`src/rtl/scroll_seg_display.sv`:
```
// -----------------------------------------------------------------------------
// scroll_seg_display
//
// Scrolling 4-digit seven-segment banner core. A 4-character window slides over
// the fixed message 0,1,...,9. Each qualified scroll strobe moves the window
// start position one step left or right, wrapping between 0 and MAX_POS. A
// free-running refresh counter time-multiplexes the four decoded digits onto
// one shared segment bus.
//
// Parameters
//   MAX_POS       highest window start position (MAX_POS+3 <= 9)
//   REFRESH_BITS  refresh counter width; its top two bits pick the active digit
//
// Ports
//   clk    in   system clock, rising edge
//   reset  in   synchronous, active-high reset
//   en     in   scroll enable; 0 freezes the window
//   dir    in   1 = position increments, 0 = position decrements
//   tick   in   one-clk-wide scroll strobe
//   an     out  [3:0] digit anodes, active-low, exactly one low
//   sseg   out  [7:0] segments {dp,g,f,e,d,c,b,a}, active-low
//
// Optional feature (compile-time macro SCROLL_DIR_DP_EN)
//   Defined:   dir=1 lights the dp of digit0, dir=0 lights the dp of digit3.
//   Undefined: every decimal point stays off.
// -----------------------------------------------------------------------------
module scroll_seg_display #(
  parameter int MAX_POS      = 6,
  parameter int REFRESH_BITS = 18
) (
  input  logic       clk,
  input  logic       reset,
  input  logic       en,
  input  logic       dir,
  input  logic       tick,
  output logic [3:0] an,
  output logic [7:0] sseg
);

  localparam logic [2:0] MAX_POS_L = 3'(MAX_POS);

  logic [2:0]              pos;
  logic [REFRESH_BITS-1:0] refresh_cnt;
  logic [1:0]              sel;
  logic [3:0]              digit_val [4];
  logic [3:0]              dp;
  logic [3:0]              cur_val;
  logic                    cur_dp;

  // Hex to seven-segment, active-low, bit order g..a.
  function automatic logic [6:0] hex_to_seg(input logic [3:0] val);
    logic [6:0] seg;
    case (val)
      4'h0: seg = 7'b1000000;
      4'h1: seg = 7'b1111001;
      4'h2: seg = 7'b0100100;
      4'h3: seg = 7'b0110000;
      4'h4: seg = 7'b0011001;
      4'h5: seg = 7'b0010010;
      4'h6: seg = 7'b0000010;
      4'h7: seg = 7'b1111000;
      4'h8: seg = 7'b0000000;
      4'h9: seg = 7'b0010000;
      4'ha: seg = 7'b0001000;
      4'hb: seg = 7'b0000011;
      4'hc: seg = 7'b1000110;
      4'hd: seg = 7'b0100001;
      4'he: seg = 7'b0000110;
      default: seg = 7'b0001110;
    endcase
    return seg;
  endfunction

  // Scroll position. Reset wins over a coincident strobe.
  // NOTE: registers use non-blocking (<=) so every flop samples pre-edge values;
  // blocking here would create order-dependent simulation races.
  always_ff @(posedge clk) begin
    if (reset) begin
      pos <= 3'd0;
    end else if (tick && en) begin
      if (dir) pos <= (pos == MAX_POS_L) ? 3'd0 : pos + 3'd1;
      else     pos <= (pos == 3'd0) ? MAX_POS_L : pos - 3'd1;
    end
  end

  // Free-running refresh counter, wraps naturally.
  always_ff @(posedge clk) begin
    if (reset) refresh_cnt <= '0;
    else       refresh_cnt <= refresh_cnt + REFRESH_BITS'(1);
  end

  assign sel = refresh_cnt[REFRESH_BITS-1:REFRESH_BITS-2];

  // Window: message[i] = i, so digit k simply shows pos+k.
  always_comb begin
    for (int k = 0; k < 4; k++) begin
      digit_val[k] = {1'b0, pos} + 4'(k);
    end
  end

`ifdef SCROLL_DIR_DP_EN
  // The lit decimal point sits on the side the text is moving toward.
  assign dp = {~dir, 2'b00, dir};
`else
  assign dp = 4'b0000;
`endif

  // Display mux: one anode low per refresh phase.
  // NOTE: every output of this block gets a default first, so no path through
  // the case can leave it unassigned and infer a latch.
  always_comb begin
    an      = 4'b1110;
    cur_val = digit_val[0];
    cur_dp  = dp[0];
    case (sel)
      2'd1: begin
        an      = 4'b1101;
        cur_val = digit_val[1];
        cur_dp  = dp[1];
      end
      2'd2: begin
        an      = 4'b1011;
        cur_val = digit_val[2];
        cur_dp  = dp[2];
      end
      2'd3: begin
        an      = 4'b0111;
        cur_val = digit_val[3];
        cur_dp  = dp[3];
      end
      default: ;
    endcase
  end

  assign sseg = {~cur_dp, hex_to_seg(cur_val)};

endmodule

```
`config.mk`:
```
export PLATFORM = sky130hd
export DESIGN_NAME = scroll_seg_display
export DESIGN_NICKNAME = d
export VERILOG_FILES = /design/src/rtl/scroll_seg_display.sv
export SDC_FILE = /design/constraint.sdc
export NUM_CORES = 1
export LEC_CHECK = 0
export BUFFER_PORTS_ARGS = -buffer_cell sky130_fd_sc_hd__buf_2
export CAP_MARGIN = 10
export CORE_UTILIZATION = 35
export DETAILED_ROUTE_END_ITERATION = 10
export PLACE_DENSITY_LB_ADDON = 0.3
export SLEW_MARGIN = 15
export SYNTH_ARGS = -nofsm -noshare
export SYNTH_HDL_FRONTEND = slang
export SYNTH_SLANG_ARGS = --single-unit
```
`constraint.sdc`:
```
create_clock -name clk -period 7.55 [get_ports clk]
set_input_delay 1.51 -clock clk [delete_from_list [all_inputs] [get_ports clk]]
set_output_delay 1.51 -clock clk [all_outputs]
set_load 0.1 [all_outputs]
```
==> summary.txt <==
Status
  • Status: finished, final reports clean

Worst setup path
  • Crit-path max FO: 12
  • Worst Path Required: 6040 ps
  • Critical Path Slowest Stage Cell: dfxtp_1
  • Critical Path Max Stage Delay: 540 ps
  • Top cell by count, worst path: inv_1
  • CP Cell Sequence: and2_1 -> inv_1 -> fa_1 -> a21oi_1 -> inv_1 -> ha_1 -> inv_1 -> nor2_1 -> a21oi_1 -> o22ai_1 -> buf_2
  • Reg2Reg Depth: 5
  • Critical Path End Type: output port
  • Crit path DAT: 3260 ps
  • Setup crit start kind: flip-flop
  • WS Path Type: flip-flop to output port

Hold path
  • Worst Hold Depth: 1
  • Min-delay worst type: flip-flop to flip-flop

Layout
  • Diode count: 0
  • Share of layout cells above drive strength 1: 0.132
  • Most frequent cells in the layout: nor2_1 (24), dfxtp_1 (21), buf_2 (15)
  • Layout area overhead: 9.82%
  • FILL cells: 386
  • Most common cell after layout, fill and taps aside: nor2_1
  • Net count, final: 203

STA
  • Hold Slack: 473 ps
  • Fin crit share: 0.631
  • Pin slew with the least headroom to its limit: 634 ps
  • Max Clk Rate: 210 MHz
  • Final hold violations: 0
  • Relative slew slack: 0.575
  • Worst Skew: 3.49 ps
  • Fin crit period: 4770 ps
  • RSZ-0062 raised after global routing: false
  • Final setup violation count: 0
  • Setup tns final: 0 ps
  • Slew Viols, Final: 0

Yosys
  • Synth async-reset ratio: 0
  • Register bit total from synthesis: 21
  • Yosys cell types: 43
  • Top-area cell type share of the netlist area: 0.295
  • Synth Cell Area: 0.00143 mm2
  • Multiplexer share of the synthesized area: 0.0289
  • Synth Area in Simple Gates: 0.260
  • Synth top area cells: dfxtp_1 (29%), ha_1 (12%), xnor2_1 (6.8%)
  • Synth Flop Type: dfxtp_1
  • Seq/Total Area, Yosys: 0.295
  • Synth warn: 0
  • Avg Inst Size Synth: 8.39 um2
  • Xor/xnor cell area share of the yosys netlist: 0.111
  • Syn Inst Count: 170
  • Largest family of logic cells by synthesized area: simple AND/OR/NAND/NOR gates
  • Synth Area in Compound Gates: 0.112
  • Yosys top cell by area: dfxtp_1
  • Post-synth EDFFs: 0
  • Net Count, Synth: 190
  • Synth Area in Adders: 0.137

Routing
  • Wire per inst: 10.5 um
  • # DRC: 0
  • DRT Pass-1 Iters: 4
  • Vias per cell: 4.90
  • Post-DRT Antenna Nets: 0
  • Routed wire length: 2420 um
  • Via Count: 1,127
  • Number of DRC markers in iteration 0: 46

Die
  • FP Rows: 22
  • Die width: 65.8 um
  • Die Ht: 65.8 um
  • Core area: 0.00377 mm2
  • Top Ports: 17
  • Initial core utilization: 0.378
  • Die area: 0.00433 mm2

Clocking
  • # H-tree levels: 1
  • Clock Sink Count: 21
  • CTS tree: built
  • CTS buffer count: 3
  • CTS resizes: 0
  • # hold bufs at CTS: 0
  • Max Root-Sink Buffers: 2
  • Worst-skew pair later-pin latency: 250 ps
  • Setup repair bufs after CTS: 0
  • Root Buffer: clkbuf_8
  • Clock-pin slew on the worst setup and hold paths: 70 ps

Global routing
  • Grt met3 use: 0.0172
  • Global routing's busiest layer: met2
  • Overflow left after global routing: 0
  • First-pass GRT wire length: 4490 um
  • Initial antenna violation count: 0
  • Overall Global Routing Usage: 0.127
  • GRT met1 Usage: 0.162
  • Largest net degree at the start of global routing: 22
  • Met2 usage: 0.226
  • Vias in the first global route: 1,091

Flow run
  • Max Cap Violations: 0

Pwr
  • Peak VDD IR: 108 uV
  • Pwr dens: 158 mW/mm2
  • Leak pwr: 0.611 nW

Place
  • DP HPWL: 1800 um
  • Final GP Congestion: 0.749
  • Buffers on Ports: 15
## sequential cells by signal (all words and copies together) (netlist names)
register and count:
pos 3, refresh_cnt 18
## power breakdown
part	switching [W]	internal (W)	leakage [nW]
logic	0.0000464	0.0000150	0.418
registers	0.00000362	0.000113	0.170
clock network	0.0000319	0.0000374	0.0228
## through the flow
| stage | instances | instance area [um2] | worst slack [ps] | util | total power (W) |
|---|---|---|---|---|---|
| after floorplan | 170 | 1430 | 1170 | - | 0.000172 |
| after global placement | 226 | 1520 | 3130 | 0.403 | 0.000181 |
| after detailed placement | 226 | 1520 | 3030 | 0.403 | 0.000181 |
| after CTS | 230 | 1570 | 2730 | 0.415 | 0.000251 |
| after global routing | 230 | 1570 | 2450 | 0.415 | 0.000261 |
| final | 230 | 1570 | 2780 | 0.415 | 0.000248 |
## critical path, delay by kind of cell (launching register included)
family          cells  cell delay, ps
fa+ha+maj           2             770
buf+inv             4             720
compound gates      3             640
flops               1             540
simple gates        2             340
## cell families after synthesis
kind of cell,Yosys count
and+or+nand+nor,73
AOI/OAI and AO/OA,21
DFF,21
xor gates and xnor gates,18
buffers and inverters,17
adders and majority gates,15
muxes,4
other,1
## cell usage after synthesis, types with 2 or more instances
master and n:
nor2_1 24, dfxtp_1 21, ha_1 14, nand2_1 12, xnor2_1 11, inv_1 10
xor2_1 7, a21oi_1 6, nand3_1 6, nor3_1 6, o21ai_0 4, and3_1 3
and4_1 3, clkbuf_1 3, mux2i_1 3, nor2b_1 3, nor4_1 3, o22ai_1 3
buf_2 2, nand2b_1 2, nand4_1 2
## final cells by class
| type | count | area [um2] | area share |
|---|---|---|---|
| Clock buffer | 4 | 45.0 | 0.0288 |
| Inverter | 10 | 37.5 | 0.0240 |
| Multi-Input combinational cell | 132 | 928 | 0.593 |
| Sequential cell | 21 | 420 | 0.268 |
| Tap cell | 48 | 60.1 | 0.0383 |
| Timing Repair Buffer | 15 | 75.1 | 0.0479 |
## routing by layer
metal | part of all wire | up-vias
li1 | - | 600
met1 | 0.54 | 513
met2 | 0.43 | 14
met3 | 0.028 | 0
met4 | 0 | 0
met5 | 0 | -
## final timing paths
kind                         startpoint                         end  slack (ps)
max reg2reg   refresh_cnt[0]$_SDFF_PP0_  refresh_cnt[12]$_SDFF_PP0_        5940
min           refresh_cnt[0]$_SDFF_PP0_   refresh_cnt[0]$_SDFF_PP0_         470
min reg2reg   refresh_cnt[0]$_SDFF_PP0_   refresh_cnt[0]$_SDFF_PP0_         470
max          refresh_cnt[16]$_SDFF_PP0_                     sseg[1]        2780
(Power assumes the default switching activity.)
